[src/rtl/id_control_stage_pkg.sv]
// id_control_stage_pkg: MIPS opcodes, ALUOp codes, control vector and halt-drain FSM states.
package id_control_stage_pkg;
  localparam logic [5:0] OP_RTYPE = 6'b000000;
  localparam logic [5:0] OP_J     = 6'b000010;
  localparam logic [5:0] OP_JAL   = 6'b000011;
  localparam logic [5:0] OP_BEQ   = 6'b000100;
  localparam logic [5:0] OP_BNE   = 6'b000101;
  localparam logic [5:0] OP_ADDI  = 6'b001000;
  localparam logic [5:0] OP_LW    = 6'b100011;
  localparam logic [5:0] OP_SW    = 6'b101011;
  localparam logic [5:0] OP_HALT  = 6'b111111;
  localparam logic [2:0] OPG_IMM   = 3'b001;
  localparam logic [2:0] OPG_LOAD  = 3'b100;
  localparam logic [2:0] OPG_STORE = 3'b101;
  localparam logic [3:0] ALUOP_RTYPE  = 4'b0000;
  localparam logic [3:0] ALUOP_MEM    = 4'b0001;
  localparam logic [3:0] ALUOP_BRANCH = 4'b0100;
  localparam logic       ALUOP_IMM_MSB = 1'b1;
  localparam logic [2:0] INMED_ADDI = 3'b000;
  localparam logic [2:0] INMED_SLTI = 3'b010;
  localparam logic [2:0] INMED_ANDI = 3'b100;
  localparam logic [2:0] INMED_ORI  = 3'b101;
  localparam logic [2:0] INMED_XORI = 3'b110;
  localparam logic [2:0] INMED_LUI  = 3'b111;
  typedef enum logic [1:0] {ST_RUN = 2'd0, ST_DRAIN = 2'd1, ST_HALTED = 2'd2} state_e;
  typedef struct packed {
    logic [3:0] alu_op;
    logic       alu_src;
    logic       reg_dst;
    logic       reg_write;
    logic       mem_read;
    logic       mem_write;
    logic       mem_to_reg;
    logic       branch;
    logic       branch_ne;
    logic       jump;
  } ctrl_t;
endpackage

[src/rtl/id_control_stage_main_decoder.sv]
// main_decoder: combinational opcode -> control vector, with HALT and unknown-opcode flags.
module main_decoder
  import id_control_stage_pkg::*;
(
  input  logic [5:0] opcode_i,
  output ctrl_t      ctrl_o,
  output logic       halt_o,
  output logic       illegal_o
);
  logic [2:0] grp;
  assign grp = opcode_i[5:3];
  always_comb begin
    ctrl_o = '0;
    halt_o = 1'b0;
    illegal_o = 1'b0;
    if (opcode_i == OP_RTYPE) begin
      ctrl_o.alu_op = ALUOP_RTYPE;
      ctrl_o.reg_dst = 1'b1;
      ctrl_o.reg_write = 1'b1;
    end else if (grp == OPG_LOAD) begin
      ctrl_o.alu_op = ALUOP_MEM;
      ctrl_o.alu_src = 1'b1;
      ctrl_o.mem_read = 1'b1;
      ctrl_o.mem_to_reg = 1'b1;
      ctrl_o.reg_write = 1'b1;
    end else if (grp == OPG_STORE) begin
      ctrl_o.alu_op = ALUOP_MEM;
      ctrl_o.alu_src = 1'b1;
      ctrl_o.mem_write = 1'b1;
    end else if (opcode_i == OP_BEQ || opcode_i == OP_BNE) begin
      ctrl_o.alu_op = ALUOP_BRANCH;
      ctrl_o.branch = opcode_i[0] == 1'b0;
      ctrl_o.branch_ne = opcode_i[0];
    end else if (grp == OPG_IMM) begin
      ctrl_o.alu_op = {ALUOP_IMM_MSB, opcode_i[2:0]};
      ctrl_o.alu_src = 1'b1;
      ctrl_o.reg_write = 1'b1;
    end else if (opcode_i == OP_J || opcode_i == OP_JAL) begin
      ctrl_o.jump = 1'b1;
      ctrl_o.reg_write = opcode_i[0];
      ctrl_o.alu_op = opcode_i[0] ? ALUOP_MEM : ALUOP_RTYPE;
    end else if (opcode_i == OP_HALT) begin
      halt_o = 1'b1;
    end else begin
      illegal_o = 1'b1;
    end
  end
endmodule

[src/rtl/id_control_stage.sv]
// id_control_stage: ID decode + ID/EX control register with stall/flush bubbles and HALT drain FSM.
// Optional ILLEGAL_OPCODE_TRAP_EN: unknown opcodes become bubbles, set sticky o_illegal and drain.
module id_control_stage
  import id_control_stage_pkg::*;
#(
  parameter int DRAIN_CYCLES = 4,
  parameter int CNT_W = 3
) (
  input  logic        i_clock,
  input  logic        i_reset,
  input  logic [31:0] i_instruction,
  input  logic        i_valid,
  input  logic        i_stall,
  input  logic        i_flush,
  output logic [3:0]  o_ALUOp,
  output logic        o_ALUSrc,
  output logic        o_RegDst,
  output logic        o_RegWrite,
  output logic        o_MemRead,
  output logic        o_MemWrite,
  output logic        o_MemtoReg,
  output logic        o_Branch,
  output logic        o_BranchNE,
  output logic        o_Jump,
  output logic        o_valid,
  output logic        o_halted
`ifdef ILLEGAL_OPCODE_TRAP_EN
  , output logic      o_illegal
`endif
);
  ctrl_t ctrl_q, ctrl_d, dec_ctrl;
  logic valid_q, valid_d, dec_halt, dec_illegal, trap_op, capture, load, take;
  state_e state_q, state_d;
  logic [CNT_W-1:0] cnt_q, cnt_d;
  main_decoder u_dec (
    .opcode_i (i_instruction[31:26]),
    .ctrl_o   (dec_ctrl),
    .halt_o   (dec_halt),
    .illegal_o(dec_illegal)
  );
`ifdef ILLEGAL_OPCODE_TRAP_EN
  logic illegal_q, illegal_d;
  assign trap_op = dec_halt | dec_illegal;
  assign illegal_d = illegal_q | (capture & dec_illegal);
  assign o_illegal = illegal_q;
`else
  assign trap_op = dec_halt;
`endif
  assign capture = state_q == ST_RUN && i_valid && !i_stall && !i_flush;
  // Once draining or halted, nothing but bubbles enters ID/EX.
  assign load = !i_stall || i_flush || state_q == ST_HALTED;
  assign take = capture && !trap_op;
  assign ctrl_d = load ? (take ? dec_ctrl : '0) : ctrl_q;
  assign valid_d = load ? take : valid_q;
  always_comb begin
    state_d = state_q;
    cnt_d = cnt_q;
    if (state_q == ST_RUN && capture && trap_op) begin
      state_d = ST_DRAIN;
      cnt_d = '0;
    end else if (state_q == ST_DRAIN && !i_stall) begin
      state_d = cnt_q == CNT_W'(DRAIN_CYCLES - 1) ? ST_HALTED : ST_DRAIN;
      cnt_d = cnt_q + 1'b1;
    end
  end
  always_ff @(posedge i_clock or negedge i_reset) begin
    if (!i_reset) begin
      ctrl_q <= '0;
      valid_q <= 1'b0;
      state_q <= ST_RUN;
      cnt_q <= '0;
`ifdef ILLEGAL_OPCODE_TRAP_EN
      illegal_q <= 1'b0;
`endif
    end else begin
      ctrl_q <= ctrl_d;
      valid_q <= valid_d;
      state_q <= state_d;
      cnt_q <= cnt_d;
`ifdef ILLEGAL_OPCODE_TRAP_EN
      illegal_q <= illegal_d;
`endif
    end
  end
  assign o_ALUOp = ctrl_q.alu_op;
  assign o_ALUSrc = ctrl_q.alu_src;
  assign o_RegDst = ctrl_q.reg_dst;
  assign o_RegWrite = ctrl_q.reg_write;
  assign o_MemRead = ctrl_q.mem_read;
  assign o_MemWrite = ctrl_q.mem_write;
  assign o_MemtoReg = ctrl_q.mem_to_reg;
  assign o_Branch = ctrl_q.branch;
  assign o_BranchNE = ctrl_q.branch_ne;
  assign o_Jump = ctrl_q.jump;
  assign o_valid = valid_q;
  assign o_halted = state_q == ST_HALTED;
endmodule

[config.mk]
export PLATFORM = sky130hd
export DESIGN_NAME = id_control_stage
export DESIGN_NICKNAME = d
export VERILOG_FILES = /design/src/rtl/id_control_stage_pkg.sv /design/src/rtl/id_control_stage_main_decoder.sv /design/src/rtl/id_control_stage.sv
export SDC_FILE = /design/constraint.sdc
export NUM_CORES = 1
export LEC_CHECK = 0
export BUFFER_PORTS_ARGS = -buffer_cell sky130_fd_sc_hd__buf_4
export CORE_MARGIN = 5
export CORE_UTILIZATION = 34
export DETAILED_ROUTE_END_ITERATION = 12
export PLACE_DENSITY = 0.7
export SETUP_SLACK_MARGIN = 0.4
export SYNTH_ARGS = -nofsm -noshare
export SYNTH_HDL_FRONTEND = slang
export SYNTH_SLANG_ARGS = --single-unit
export TNS_END_PERCENT = 100
[constraint.sdc]
create_clock -name i_clock -period 2 [get_ports i_clock]
set_input_delay 0.3 -clock i_clock [delete_from_list [all_inputs] [get_ports i_clock]]
set_output_delay 0.3 -clock i_clock [all_outputs]
set_load 0.01 [all_outputs]
# Yosys cells after proc, flatten, opt, wreduce, memory -nomap -nowiden
# Cells that the tools add are included.
# W data, S select, Z words.
# totals
register_bits,19
# classes
add_sub_neg,1
eq_ne,11
muxes,40
bitwise_logic,1
n_reduce_logical,17
# ops
op,count
$mux W1,24
$mux W4,4
$mux W13,1
$eq A6 B2 Y1 const B,2
$eq A6 B3 Y1 const B,2
$mux W3,4
$mux W5,2
$mux W2,4
$logic_and A1 B1 Y1,7
$eq A3 B3 Y1 const B,2
$eq A6 B6 Y1 const B,1
$logic_not A6 Y1,1
$mux W6,1
$logic_or A1 B1 Y1,4
$add A3 B1 Y3 const B,1
$eq A3 B1 Y1 const B,1
$eq A3 B2 Y1 const B,1
$logic_not A1 Y1,3
$eq A2 B1 Y1 const B,1
$eq A2 B2 Y1 const B,1
$logic_not A2 Y1,1
$reduce_bool A2 Y1,1
$not A1 Y1,1

# Depth between registers and ports, before layout
# depth
depth_word,11
ltp_mapped,5
ltp_nobuf,4

# By module
# A second synthesis with hierarchy kept.
# unflattened
hier_cells,95
hier_area_um2,1003.5
# modules_own_cells
module,instances,cells_each,area_each_um2
id_control_stage,1,56,778.2
main_decoder,1,39,225.2

# Worst setup path before layout
# No wires, ideal clock.
# synth_timing
path_type,reg-to-reg
startpoint,reg state_q[0]
endpoint,"reg ctrl_q, in the netlist o_Branch"
setup_ps,92
t_arrival_ps,1312
setup_slack_ps,596
stages_incl_launch_ff,5
synth_period_minus_slack_ps,1404
cell_sequence,dfrtp_1 nor2_2 nand4b_2 or4_4 o31ai_2
# synth_via
elab_chain_len,6
word_cells_on_any_way,8
cone_classes,eq/ne: 1; mux: 1; reduce/logical: 6
# synth_rtl
item,line_no,rtl
from (decl),id_control_stage.sv:33,"state_e state_q, state_d;"
from (signal assigned),id_control_stage.sv:78,state_q <= state_d;
$logic_not A2 Y1,id_control_stage.sv:49,assign capture = state_q == ST_RUN && i_valid && !i_stall && !i_flush;
$logic_and A1 B1 Y1 (3 in a row),id_control_stage.sv:49,
$logic_and A1 B1 Y1,id_control_stage.sv:52,assign take = capture && !trap_op;
$mux W13,id_control_stage.sv:53,assign ctrl_d = load ? (take ? dec_ctrl : '0) : ctrl_q;
to (signal assigned),id_control_stage.sv:76,ctrl_q <= ctrl_d;
to (decl),id_control_stage.sv:31,"ctrl_t ctrl_q, ctrl_d, dec_ctrl;"
# Parallel ways exist; a longest one is shown, timed or not.
# A chain may end at the register's enable or synchronous reset.

# Worst setup path after layout
# Ends and elaborated chain as after synthesis.

==> load_flow_metrics.sql <==
INSERT INTO impl_metrics (metric_group, metric, value, unit) VALUES
('drt', 'dr.pass1.iters', '4', ''),
('timing', 'finalHoldViolations', '0', ''),
('clock_network', 'clock_sink_count', '18', ''),
('timing', 'unrepaired_setup_endpoints_after_global_routing', 'no', ''),
('critical_path', 'critPathRequiredTime', '2.21', 'ns'),
('pwr', 'leakagePower', '0.570', 'nW'),
('global_routing', 'global_routing_usage_on_met3', '2.83', '%'),
('die', 'coreArea', '2410', 'um^2'),
('yosys', 'number_of_enable_type_register_cells_in_the_synthesized_netlist', '0', ''),
('critical_path', 'crit-reg2reg-launch', 'state_q[0]', ''),
('yosys', 'postSynth.topFlopCell', 'sky130_fd_sc_hd__dfrtp_1', ''),
('timing', 'min_period_over_period', '74.7', '%'),
('global_routing', 'grt_first_pass_wirelength', '3050', 'um'),
('layout', 'antenna-diode-count', '0', ''),
('timing', 'setup_viol', '0', ''),
('place', 'sum_of_net_half_perimeters_after_detailed_placement', '1420', 'um'),
('drt', 'detail_route.vias_per_cell', '5.07', ''),
('yosys', 'mappedNetlistNets', '119', ''),
('drt', 'drt_wl_total', '1800', 'um'),
('critical_path', 'worstPathArrival', '1.70', 'ns'),
('layout', 'fin_util', '46.6', '%'),
('yosys', 'synth_cells', '80', ''),
('timing', 'timing.setup.tns', '0', 'ns'),
('pwr', 'vdd_ir_drop_max', '0.000492', 'V'),
('worst_hold_path', 'min-delay-start', 'i_instruction[26]', ''),
('die', 'die_w', '59.5', 'um'),
('place', 'place_congestion', '0.768', ''),
('clock_network', 'cts-root-buf', 'sky130_fd_sc_hd__clkbuf_4', ''),
('die', 'fp.dieH', '59.5', 'um'),
('drt', 'routed-via-count', '699', ''),
('global_routing', 'global_route.overflow_total', '0', ''),
('drt', 'drt_iter0_drcs', '15', ''),
('yosys', 'ys_async_sr_fraction', '100', '%'),
('timing', 'timing.hold.ws', '0.222', 'ns'),
('yosys', 'yosys_warnings', '0', ''),
('die', 'rows', '18', ''),
('layout', 'flow.area_growth_from_synthesis', '34.5', '%'),
('yosys', 'mappedNetlistArea', '835', 'um^2'),
('die', 'dieArea', '3550', 'um^2'),
('critical_path', 'critical_path.startpoint_type', 'register', ''),
('timing', 'upper_clock_frequency_limit', '670', 'MHz'),
('yosys', 'ys_ff_latch', '18', ''),
('critical_path', 'critPathKind', 'reg2reg', ''),
('yosys', 'number_of_unique_standard_cell_types_used_by_synthesis', '29', ''),
('timing', 'worst_slew_pin_slew', '0.413', 'ns'),
('clock_network', 'htreeDepth', '1', ''),
('global_routing', 'first_global_vias', '711', ''),
('global_routing', 'grt_max_degree', '19', ''),
('job', 'max_cap_viol_count', '0', ''),
('place', 'port_buffers', '25', ''),
('global_routing', 'met2_usage', '18.4', '%'),
('drt', 'postRouteAntennaNets', '0', ''),
('critical_path', 'cp-end-kind', 'register', ''),
('clock_network', 'tritoncts', 'done', ''),
('yosys', 'post_synth.cell_area_avg', '10.4', 'um^2'),
('pwr', 'total_power_density_per_cell_area', '745', 'nW/um^2'),
('die', 'io_pins', '52', ''),
('layout', 'nNetsFinal', '148', ''),
('timing', 'finalClockSkew', '0.00125', 'ns'),
('critical_path', 'crit_path_start', 'state_q[0]', ''),
('clock_network', 'clock_pin_transition_on_the_worst_setup_and_hold_timing_paths', '0.10', 'ns'),
('clock_network', 'cts_inserted_buffers', '3', ''),
('clock_network', 'clock_path_buffers', '2', ''),
('global_routing', 'grt_antenna_before_repair', '0', ''),
('run_status', 'outcome', 'completed', ''),
('drt', 'routed_wire_length_per_instance', '13.0', 'um'),
('die', 'start_util', '34.6', '%'),
('critical_path', 'worst_path_maximum_fanout', '5', ''),
('global_routing', 'gr-usage-met1', '14.2', '%'),
('global_routing', 'groute.usage.overall', '11.3', '%'),
('place', 'numPlacedInstances', '133', ''),
('global_routing', 'global_route.peak_usage_layer', 'met2', ''),
('timing', 'period_needed', '1.49', 'ns'),
('timing', 'slew-limit-headroom', '72.2', '%'),
('drt', 'drc', '0', ''),
('layout', 'finish.cell_count_without_fillers', '138', ''),
('clock_network', 'clk_lat_worst_skew', '0.29', 'ns'),
('layout', 'final_layout_size_suffix_gt1_share', '33.3', '%'),
('layout', 'number_of_fill_cells_in_the_layout', '228', ''),
('worst_hold_path', 'min-delay-path-class', 'in2reg', ''),
('timing', 'timing_max_transition_violations_final', '0', ''),
('yosys', 'synth-seq-area-share', '54.0', '%');
-- cells in the final DEF, fill, tap and decap left out --
cell type	instances
sky130_fd_sc_hd__buf_4	26
sky130_fd_sc_hd__dfrtp_1	18
sky130_fd_sc_hd__a211oi_1	1
sky130_fd_sc_hd__a31o_1	1
sky130_fd_sc_hd__nand3_1	2
sky130_fd_sc_hd__nor2_4	2
sky130_fd_sc_hd__o21ai_1	4
sky130_fd_sc_hd__o31ai_2	1
sky130_fd_sc_hd__dlygate4sd3_1	1
sky130_fd_sc_hd__inv_1	5
sky130_fd_sc_hd__nor2_1	7
sky130_fd_sc_hd__a32o_1	4
sky130_fd_sc_hd__and2_1	1
sky130_fd_sc_hd__xor2_1	1
sky130_fd_sc_hd__nand4b_4	1
sky130_fd_sc_hd__nor4_2	1
sky130_fd_sc_hd__o31ai_1	1
sky130_fd_sc_hd__ha_1	2
sky130_fd_sc_hd__o21ai_0	3
sky130_fd_sc_hd__a21oi_1	1
sky130_fd_sc_hd__xnor2_1	1
sky130_fd_sc_hd__clkbuf_4	3
sky130_fd_sc_hd__clkbuf_8	1
sky130_fd_sc_hd__nor2b_1	2
sky130_fd_sc_hd__or4_4	1
sky130_fd_sc_hd__nor3_1	2
sky130_fd_sc_hd__mux2i_1	1
sky130_fd_sc_hd__a22o_1	2
sky130_fd_sc_hd__a21o_1	2
sky130_fd_sc_hd__nand2_1	10
-- where the power goes --
group | internal, mW | switching (mW) | total [mW]
clock | 0.111 | 0.110 | 0.221
combinational | 0.0858 | 0.0930 | 0.179
sequential | 0.405 | 0.0311 | 0.436
-- metal layers --
metal / share of wire [%] / vias to the layer above
li1: - / 341
met1: 44 / 333
met2: 47 / 25
met3: 8.1 / 0
met4: 0 / 0
met5: 0 / -
-- Yosys cell counts, types with 2 or more instances --
cell                      number  area [um^2]
sky130_fd_sc_hd__nand2_1      10         37.5
sky130_fd_sc_hd__dfrtp_1      18          450
sky130_fd_sc_hd__nor2_2        2         12.5
sky130_fd_sc_hd__a22o_1        2         17.5
sky130_fd_sc_hd__nor2b_1       2         12.5
sky130_fd_sc_hd__a32o_1        4         40.0
sky130_fd_sc_hd__inv_1         5         18.8
sky130_fd_sc_hd__o21ai_0       3         15.0
sky130_fd_sc_hd__a21o_1        2         15.0
sky130_fd_sc_hd__nand3_1       2         10.0
sky130_fd_sc_hd__ha_1          2         25.0
sky130_fd_sc_hd__nor3_1        2         10.0
sky130_fd_sc_hd__o21ai_1       4         20.0
sky130_fd_sc_hd__nor2_1        7         26.3
-- final cells by class --
| cell class | count | area, um^2 | share of cell area, % |
|---|---|---|---|
| Multi-Input combinational cell | 54 | 374 | 33.3 |
| Tap cell | 30 | 37.5 | 3.34 |
| Sequential cell | 18 | 450 | 40.1 |
| Inverter | 5 | 18.8 | 1.67 |
| Timing Repair Buffer | 27 | 205 | 18.3 |
| Clock buffer | 4 | 36.3 | 3.23 |
-- worst paths after layout --
kind,end,slack [ns],depth (start not counted)
worst max-delay path,o_Branch,0.51,4
worst min-delay path,o_Branch,0.22,2
worst max register to register,o_Branch,0.51,4
worst min register to register,o_RegDst,0.50,2
max in group asynchronous,o_ALUOp[1],1.40,2
min in group asynchronous,cnt_q[0],0.41,2
-- stage by stage --
stage | power (mW) | setup slack [ns] | instance area (um^2)
after detailed placement | 0.615 | 0.453 | 1050
after global routing | 0.887 | 0.411 | 1120
final | 0.836 | 0.506 | 1120
after CTS | 0.839 | 0.453 | 1100
after global placement | 0.602 | 0.475 | 1050
after floorplan | 0.540 | 0.596 | 835
-- flip-flops by register name, indices dropped and copies added, names as in the netlist --
signal / flops
o_valid: 1
o_MemRead: 1
o_Jump: 1
cnt_q: 3
o_MemWrite: 1
state_q: 2
o_RegWrite: 1
o_Branch: 1
o_ALUSrc: 1
o_BranchNE: 1
o_ALUOp: 4
o_RegDst: 1
-- what timing repair did --
action,4_1_cts,5_1_grt
setup endpoints to repair,0,6
hold buffers,1,0
setup buffers,0,0
gates resized for setup,0,4
hold endpoints to repair,18,0
-- kinds of logic (layout without fill, tap and decap cells) --
| family | Yosys count | count (layout) | share of synthesized area (%) |
|---|---|---|---|
| xor+xnor | 2 | 2 | 2.10 |
| buf+inv | 8 | 36 | 4.20 |
| simple gates | 29 | 29 | 17.7 |
| compound gates | 20 | 20 | 17.8 |
| mux | 1 | 1 | 1.20 |
| fa+ha+maj | 2 | 2 | 3.00 |
| flops | 18 | 18 | 54.0 |
-- worst max-delay path: stages (launching register included) --
cell                       delay, ns
sky130_fd_sc_hd__dfrtp_1        0.45
sky130_fd_sc_hd__nor2_4         0.14
sky130_fd_sc_hd__nand4b_4       0.15
sky130_fd_sc_hd__or4_4          0.45
sky130_fd_sc_hd__o31ai_2        0.22
No activity file was read; power rests on OpenSTA's default activity.
